===== src/rtl/alu_sequencer.sv =====
// alu_sequencer: steps a writable op-code store with a program counter; each op takes
// operands over a valid/ready handshake, runs on a single-cycle ALU or an iterative
// restoring divider, and returns result and flags {E,V,C,N,Z} over a second handshake.
//
// state    | meaning
// ---------+----------------------------------------------------------
// IDLE     | after reset, waiting for start
// FETCH    | latch op_out from the store at pc, HALT ends the run
// WAIT_OP  | in_ready high, capture a/b/cin on in_valid
// EXEC     | register ALU result and flags
// DIV      | one quotient bit per cycle, WIDTH cycles
// OUT      | out_valid high, result held until out_ready
// HALTED   | HALT fetched, pc/op_out held, waiting for start
module alu_sequencer #(
    parameter int WIDTH = 8,
    parameter int DEPTH = 16
) (
    input  logic                     clk,
    input  logic                     reset,
    input  logic                     start,
    input  logic                     prog_we,
    input  logic [$clog2(DEPTH)-1:0] prog_addr,
    input  logic [3:0]               prog_op,
    input  logic                     in_valid,
    output logic                     in_ready,
    input  logic [WIDTH-1:0]         a,
    input  logic [WIDTH-1:0]         b,
    input  logic                     cin,
    output logic                     out_valid,
    input  logic                     out_ready,
    output logic [WIDTH-1:0]         s,
    output logic [4:0]               flags,
    output logic [$clog2(DEPTH)-1:0] pc,
    output logic [3:0]               op_out,
    output logic                     busy
);

    localparam int AW = $clog2(DEPTH);
    localparam int CW = $clog2(WIDTH);
    localparam logic [WIDTH-1:0] WIDTH_V = WIDTH'(WIDTH);

    localparam logic [3:0] OP_ADD  = 4'd0;
    localparam logic [3:0] OP_SUB  = 4'd1;
    localparam logic [3:0] OP_MUL  = 4'd2;
    localparam logic [3:0] OP_DIV  = 4'd3;
    localparam logic [3:0] OP_NOT  = 4'd4;
    localparam logic [3:0] OP_OR   = 4'd5;
    localparam logic [3:0] OP_AND  = 4'd6;
    localparam logic [3:0] OP_XOR  = 4'd7;
    localparam logic [3:0] OP_LSL  = 4'd8;
    localparam logic [3:0] OP_LSR  = 4'd9;
    localparam logic [3:0] OP_ASR  = 4'd10;
    localparam logic [3:0] OP_ROL  = 4'd11;
    localparam logic [3:0] OP_ROR  = 4'd12;
    localparam logic [3:0] OP_PASS = 4'd13;
    localparam logic [3:0] OP_HALT = 4'd14;
    localparam logic [3:0] OP_JUMP = 4'd15;

    typedef enum logic [2:0] {
        ST_IDLE,
        ST_FETCH,
        ST_WAIT_OP,
        ST_EXEC,
        ST_DIV,
        ST_OUT,
        ST_HALTED
    } state_t;

    state_t           state;
    logic [3:0]       mem [0:DEPTH-1];
    logic [WIDTH-1:0] a_r, b_r;
    logic             cin_r;
    logic [WIDTH-1:0] div_rem, div_quot;
    logic [CW-1:0]    div_cnt;

    logic [WIDTH:0]     add_t, sub_t, lsl_t, lsr_t, asr_t;
    logic [2*WIDTH-1:0] mul_t;
    logic [WIDTH-1:0]   rot_amt, rol_t, ror_t;
    logic [WIDTH-1:0]   alu_s;
    logic               alu_c, alu_v, alu_e;
    logic [4:0]         alu_f;

    logic [WIDTH:0]   div_trial, div_diff;
    logic [WIDTH-1:0] div_rem_next, div_quot_next;

    // Program store: cleared to HALT on reset, writable only while not busy.
    always_ff @(posedge clk or posedge reset) begin
        if (reset) begin
            for (int i = 0; i < DEPTH; i++) mem[i] <= OP_HALT;
        end else if (prog_we && !busy) begin
            mem[prog_addr] <= prog_op;
        end
    end

    // Single-cycle ALU on the captured operands; shifts carry the last bit out in the extra bit.
    always_comb begin
        add_t   = {1'b0, a_r} + {1'b0, b_r} + {{WIDTH{1'b0}}, cin_r};
        sub_t   = {1'b0, a_r} - {1'b0, b_r} - {{WIDTH{1'b0}}, cin_r};
        mul_t   = {{WIDTH{1'b0}}, a_r} * {{WIDTH{1'b0}}, b_r};
        lsl_t   = {1'b0, a_r} << b_r;
        lsr_t   = {a_r, 1'b0} >> b_r;
        asr_t   = $signed({a_r, 1'b0}) >>> b_r;
        rot_amt = b_r % WIDTH_V;
        rol_t   = (a_r << rot_amt) | (a_r >> (WIDTH_V - rot_amt));
        ror_t   = (a_r >> rot_amt) | (a_r << (WIDTH_V - rot_amt));
        alu_s   = '0;
        alu_c   = 1'b0;
        alu_v   = 1'b0;
        alu_e   = 1'b0;
        case (op_out)
            OP_ADD: begin
                alu_s = add_t[WIDTH-1:0];
                alu_c = add_t[WIDTH];
                alu_v = (a_r[WIDTH-1] == b_r[WIDTH-1]) && (add_t[WIDTH-1] != a_r[WIDTH-1]);
            end
            OP_SUB: begin
                alu_s = sub_t[WIDTH-1:0];
                alu_c = sub_t[WIDTH];
                alu_v = (a_r[WIDTH-1] != b_r[WIDTH-1]) && (sub_t[WIDTH-1] != a_r[WIDTH-1]);
            end
            OP_MUL: begin
                alu_s = mul_t[WIDTH-1:0];
                alu_v = |mul_t[2*WIDTH-1:WIDTH];
            end
            OP_DIV: begin
                // Only reaches EXEC with a zero divisor.
                alu_s = '1;
                alu_e = 1'b1;
            end
            OP_NOT:  alu_s = ~a_r;
            OP_OR:   alu_s = a_r | b_r;
            OP_AND:  alu_s = a_r & b_r;
            OP_XOR:  alu_s = a_r ^ b_r;
            OP_LSL: begin
                alu_s = lsl_t[WIDTH-1:0];
                alu_c = lsl_t[WIDTH];
            end
            OP_LSR: begin
                alu_s = lsr_t[WIDTH:1];
                alu_c = lsr_t[0];
            end
            OP_ASR: begin
                alu_s = asr_t[WIDTH:1];
                alu_c = asr_t[0];
            end
            OP_ROL:  alu_s = rol_t;
            OP_ROR:  alu_s = ror_t;
            OP_PASS: alu_s = a_r;
            default: alu_s = '0;
        endcase
        alu_f = {alu_e, alu_v, alu_c, alu_s[WIDTH-1], (alu_s == '0)};
    end

    // One restoring-division step: dividend bits enter from the top of div_quot.
    always_comb begin
        div_trial = {div_rem, div_quot[WIDTH-1]};
        div_diff  = div_trial - {1'b0, b_r};
        if (!div_diff[WIDTH]) begin
            div_rem_next  = div_diff[WIDTH-1:0];
            div_quot_next = {div_quot[WIDTH-2:0], 1'b1};
        end else begin
            div_rem_next  = div_trial[WIDTH-1:0];
            div_quot_next = {div_quot[WIDTH-2:0], 1'b0};
        end
    end

    // Sequencer FSM with registered handshake and status outputs.
    always_ff @(posedge clk or posedge reset) begin
        if (reset) begin
            state     <= ST_IDLE;
            pc        <= '0;
            op_out    <= '0;
            s         <= '0;
            flags     <= '0;
            out_valid <= 1'b0;
            in_ready  <= 1'b0;
            busy      <= 1'b0;
            a_r       <= '0;
            b_r       <= '0;
            cin_r     <= 1'b0;
            div_rem   <= '0;
            div_quot  <= '0;
            div_cnt   <= '0;
        end else begin
            case (state)
                ST_IDLE, ST_HALTED: begin
                    if (start) begin
                        pc    <= '0;
                        busy  <= 1'b1;
                        state <= ST_FETCH;
                    end
                end
                ST_FETCH: begin
                    op_out <= mem[pc];
                    if (mem[pc] == OP_HALT) begin
                        busy  <= 1'b0;
                        state <= ST_HALTED;
                    end else begin
                        in_ready <= 1'b1;
                        state    <= ST_WAIT_OP;
                    end
                end
                ST_WAIT_OP: begin
                    if (in_valid) begin
                        a_r      <= a;
                        b_r      <= b;
                        cin_r    <= cin;
                        in_ready <= 1'b0;
                        if (op_out == OP_JUMP) begin
                            pc    <= b[AW-1:0];
                            state <= ST_FETCH;
                        end else if (op_out == OP_DIV && b != '0) begin
                            div_rem  <= '0;
                            div_quot <= a;
                            div_cnt  <= CW'(WIDTH - 1);
                            state    <= ST_DIV;
                        end else begin
                            state <= ST_EXEC;
                        end
                    end
                end
                ST_EXEC: begin
                    s         <= alu_s;
                    flags     <= alu_f;
                    out_valid <= 1'b1;
                    state     <= ST_OUT;
                end
                ST_DIV: begin
                    div_rem  <= div_rem_next;
                    div_quot <= div_quot_next;
                    if (div_cnt == '0) begin
                        s         <= div_quot_next;
                        flags     <= {3'b000, div_quot_next[WIDTH-1], (div_quot_next == '0)};
                        out_valid <= 1'b1;
                        state     <= ST_OUT;
                    end else begin
                        div_cnt <= div_cnt - 1'b1;
                    end
                end
                ST_OUT: begin
                    if (out_ready) begin
                        out_valid <= 1'b0;
                        pc        <= pc + 1'b1;
                        state     <= ST_FETCH;
                    end
                end
                default: begin
                    in_ready  <= 1'b0;
                    out_valid <= 1'b0;
                    busy      <= 1'b0;
                    state     <= ST_IDLE;
                end
            endcase
        end
    end

endmodule


===== config.mk =====
export PLATFORM = sky130hd
export DESIGN_NAME = alu_sequencer
export DESIGN_NICKNAME = d
export VERILOG_FILES = /design/src/rtl/alu_sequencer.sv
export SDC_FILE = /design/constraint.sdc
export NUM_CORES = 1
export LEC_CHECK = 0
export ABC_AREA = 1
export CORE_ASPECT_RATIO = 0.9
export CORE_MARGIN = 2
export CORE_UTILIZATION = 35
export DETAILED_ROUTE_END_ITERATION = 6
export SLEW_MARGIN = 20
export SYNTH_ARGS = -nofsm -noshare
export SYNTH_HDL_FRONTEND = slang
export SYNTH_SLANG_ARGS = --single-unit

===== constraint.sdc =====
create_clock -name clk -period 4.8 [get_ports clk]
set_input_delay 0.48 -clock clk [delete_from_list [all_inputs] [get_ports clk]]
set_output_delay 0.48 -clock clk [all_outputs]
set_load 0.005 [all_outputs]

## After elaboration in Yosys (flattened, before gate mapping)

Index checks and enable logic that the tools add are counted.

- $add $sub $neg: 8
- Mux-type cells: 51
- Shift operators: 7
- Reduce and logical (&&, ||, !) cells: 29
- Eq/ne operators: 35
- Magnitude comparators: 3
- Bitwise gates (word level): 11
- Multiply operators: 1

Operators with widths:

| cell | number |
|---|---|
| 8-bit case mux with 14 select lines | 1 |
| 64-bit bitwise mux | 1 |
| 8-bit 2-to-1 mux | 8 |
| 8-bit case mux with 2 select lines | 3 |
| 3-bit 2-to-1 mux | 11 |
| 4-bit == test, second input constant | 8 |
| 4-bit 2-to-1 mux | 7 |
| 8-bit bitwise OR | 3 |
| 2-bit != test, second input constant | 10 |
| 3-bit case mux with 6 select lines | 1 |
| 4-bit binary-select mux with 4-bit select | 1 |
| 4-bit demux with 4-bit select | 1 |
| 4-bit by 3-bit == test with 1-bit output, second input constant | 4 |
| 8-bit zero test | 2 |
| 8-bit by 8-bit multiplier with 16-bit output | 1 |
| 4-bit case mux with 3 select lines | 1 |
| 5-bit greater-or-equal comparator, second input constant | 2 |
| 4-bit inverter with 5-bit output | 2 |
| 5-bit case mux with 2 select lines | 1 |
| 5-bit AND reduction | 2 |
| 8-bit by 8-bit adder with 9-bit output | 1 |
| 9-bit by 1-bit adder with 9-bit output | 1 |
| 3-bit == test, second input constant | 3 |
| 1-bit case mux with 3 select lines | 3 |
| 43 further kinds | 67 |

- Register bits after elaboration: 127
- Bits of input ports: 31
- Word-level logic and storage cells: 175
- Output and inout bits: 24

## Logic depth before layout (Yosys ltp)

- Depth in word-level cells: 7
- Gate-level depth with buffers: 27
- Gate-level depth less buffers: 25

## Worst setup path before layout

Ideal clock, no wire load.

- Path type: register to register
- From: reg b_r[2]
- To: reg flags[3]
- Arrival: 4.493 ns
- Slack: 0.191 ns
- Period minus slack after synthesis: 4.609 ns
- Path buffers: 3
- Setup time: 0.117 ns
- Cell stages (with the launch flop): 28
- Required time: 4.683 ns
- Path through: dfrtp_1 > buf_2 > clkbuf_1 > buf_2 > nand2_1 > inv_1 > fa_1 > inv_1 > fa_1 > inv_1 > fa_1 > inv_1 > fa_1 > inv_1 > ha_1 > a21oi_1 > o21ai_0 > inv_1 > nand2_1 > nand2_1 > nand2_1 > xor2_1 > nor2_1 > nand3_1 > nand2_1 > nand3_1 > nand2_1 > nand2_1

- Longest elaborated chain between the ends: 6
- Elaborated cells on any way between the ends: 12
- Those cells by class: add/sub: 4; mul: 1; eq/ne: 2; mux: 2; reduce/logical: 3

RTL lines:

| what | line | source |
|---|---|---|
| start, declared | 71 | `logic [WIDTH-1:0] a_r, b_r;` |
| start signal, assigned | 179 | `b_r <= '0;` |
| start signal, assigned | 206 | `b_r <= b;` |
| branches (longest 4 deep; another with 8-bit by 8-bit multiplier with 16-bit output) | -- |  |
| 1-bit case mux with 3 select lines (*) | 110 | `case (op_out)` |
| 5-bit case mux with 2 select lines (*) | 185 | `case (state)` |
| end signal, assigned | 224 | `flags <= alu_f;` |
| end signal, assigned | 233 | `flags <= {3'b000, div_quot_next[WIDTH-1], (div_quot_next == '0)};` |
| end, declared | 32 | `output logic [4:0] flags,` |

Every way passes the cells marked *.
A chain may end at the register's enable or synchronous reset.

## Final worst setup path

- From: reg a_r[5]
- To: reg flags[3]

- Longest elaborated chain between the ends: 6
- Elaborated cells on any way between the ends: 12
- Those cells by class: add/sub: 4; mul: 1; eq/ne: 2; mux: 2; reduce/logical: 3

RTL lines:

| what | line | source |
|---|---|---|
| start, declared | 71 |  |
| start signal, assigned | 178 | `a_r <= '0;` |
| start signal, assigned | 205 | `a_r <= a;` |
| branches (longest 4 deep; another with 8-bit by 8-bit multiplier with 16-bit output) | -- |  |
| 1-bit case mux with 3 select lines (*) | 110 |  |
| 5-bit case mux with 2 select lines (*) | 185 |  |

Marks and branches as above.

==> out/results.ini <==
[run]
cap_viol_max_count=0

[cts]
htree_levels=4
numCtsBuffers=17
cts_tree=built
clock_latency_ns=0.43
cts_hold_buf=0
path_clk_slew_ns=0.06
cts.path.max_buffers=2
cts_root_buf=clkbuf_16
cts_sinks=126

[synthesis]
synth.distinct_cells=37
synth-async-reset-ratio=1.00
syn-cell-area_um2=11600
synth_nets=1901
synthFlopType=dfrtp_1
yosys_warnings=0
syn_area_per_cell_um2=6.62
ys_ff_latch=126
syn_inst=1750
synth_edf_count=0
ys_seq_area_frac=0.277

[final_layout]
seq_area_um2=3220
final_cell_mix=nand2_1 (536), inv_1 (233), o21ai_0 (178), nor2_1 (172), nand3_1 (114)
drive_gt1_frac=0.0821
nFillCells=3515
diodes=0
final_nets=1953
multi_input_area_um2=7220
final_common_cell=nand2_1
synthToLayoutAreaGrowth_pct=15.1

[timing]
drv_slew=0
hold_viol=0
fin_skew_ns=0.00940
tightest_slew_ns=1.08
layout_setup_ws_ns=0.218
rsz0062_at_grt=yes
slew_headroom=0.281
setup_viol=0
fin_crit_ns=4.58
min_period_over_period=0.955
maxClockFrequency_mhz=218

[critical_path]
critPathArrivalTime_ns=4.90
required_ns=5.12
cp_max_fo=7
cp-start-kind=register
crit_path_end_kind=register
critical_path_class=register to register

[placed_design]
dp_hpwl_mm=30.7
dp_slack_ns=0.168
gp_congestion=1.01
port_buffers=54

[outcome]
status=finished clean

[worst_hold_path]
hp-class=register to register

[floorplan]
core_area_um2=32800
die_h_um=177
fp-row-count=63
die_w_um=196
initial_utilization=0.353
pin_count=55
die_area_um2=34600

[drt]
wirelength_mm=39.9
ant_nets=0
num_vias=11900
dr.pass1.iters=5
wl_per_cell_um=17.8
first_iter_violations=1102
post_drt_via_cell_ratio=5.30
post-route-drc-count=0

[global_routing]
grt_max_degree=81
gr-usage-all-layers=0.236
antenna_found_initial=0
overflow=0
grt_pass1_vias=11200
grt_pass1_wl_mm=63.2

==> Yosys cell counts (all sizes together) (5+ instances only) <==
master	instances	area, µm²
fa	41	821
a21oi	61	305
xor2	10	87.6
dfrtp	78	1950
nor3	14	70.1
buf	23	128
ha	79	988
nand3	114	571
nand2	543	2060
a31oi	7	43.8
dfstp	48	1260
o22ai	21	131
inv	240	901
o21ai	184	921
nor2	181	712
nand4	19	119
clkbuf	32	121
o211ai	24	180
clkinv	5	18.8
or2	6	37.5
==> critical path, cell delays in order (launching register included) <==
cell,delay [ns]
dfrtp_1,0.41
buf_4,0.18
ha_1,0.28
fa_1,0.55
inv_1,0.05
fa_1,0.52
inv_1,0.05
fa_1,0.47
ha_1,0.32
ha_1,0.37
a21oi_1,0.28
o21ai_0,0.14
nand2_1,0.08
o211ai_1,0.11
xor2_1,0.17
nor2_1,0.09
nand3_1,0.13
nand2_1,0.10
nand3_1,0.07
nand2_1,0.06
nand2_1,0.04
==> final cells by class <==
cell class / instances / share of cell area
Multi-Input combinational cell: 1324 / 0.541
Sequential cell: 126 / 0.241
Inverter: 245 / 0.0693
Timing Repair Buffer: 88 / 0.0597
Tap cell: 422 / 0.0396
Clock buffer: 19 / 0.0332
Clock inverter: 13 / 0.0157
==> final timing paths <==
path / startpoint / to / slack [ns] / cells after the start
setup reg to reg: a_r[5]$_DFFE_PP0P_ / flags[3]$_DFFE_PP0P_ / 0.22 / 20
min in group asynchronous: reset / mem[48]$_DFFE_PP0P_ / 0.56 / 2
hold / removal: in_ready$_DFFE_PP0P_ / in_ready$_DFFE_PP0P_ / 0.48 / 2
max in group asynchronous: reset / mem[13]$_DFFE_PP1P_ / 3.37 / 3
setup / recovery: a_r[5]$_DFFE_PP0P_ / flags[3]$_DFFE_PP0P_ / 0.22 / 20
hold reg to reg: in_ready$_DFFE_PP0P_ / in_ready$_DFFE_PP0P_ / 0.48 / 2
==> layer usage <==
metal | routed length, µm | GRT usage | up-vias
met3 | 3060 | 0.0430 | 68
met1 | 18600 | 0.337 | 5618
li1 | - | - | 5714
met4 | 981 | 0.0698 | 0
met5 | 0 | 0 | -
met2 | 17300 | 0.364 | 454
==> cell families after synthesis <==
kind of cell,count (synthesis),synth area share
AOI/OAI and AO/OA,305,0.142
xor gates and xnor gates,14,0.0106
and+or+nand+nor,885,0.313
buffers and inverters,300,0.101
adders and majority gates,120,0.156
DFF,126,0.277
==> flip-flops by register name (all words and copies together), names as in the netlist, 5 cells and up <==
signal / flops
mem: 64
a_r: 8
div_quot: 8
b_r: 8
flags: 5
s: 7
div_rem: 8
==> through the flow <==
stage,cells,area (µm²),utilization,hold slack (ns),TNS (ns)
after global routing,2237,13300,0.407,0.500,-0.00971
after global placement,2203,12600,0.386,0.462,0
after floorplan,1750,11600,-,0.448,0
final,2237,13300,0.407,0.484,0
after CTS,2235,13300,0.406,0.487,0
after detailed placement,2203,12600,0.386,0.468,0
==> what timing repair did <==
action / CTS / global route
resized for setup: 0 / 11
endpoints found under the setup margin: 0 / 2
buffers inserted: 0 / 2
endpoints found under the hold margin: 0 / 0
Power is not shown: default switching activity piles up to over one toggle a cycle in this logic, so the estimate is an artifact.
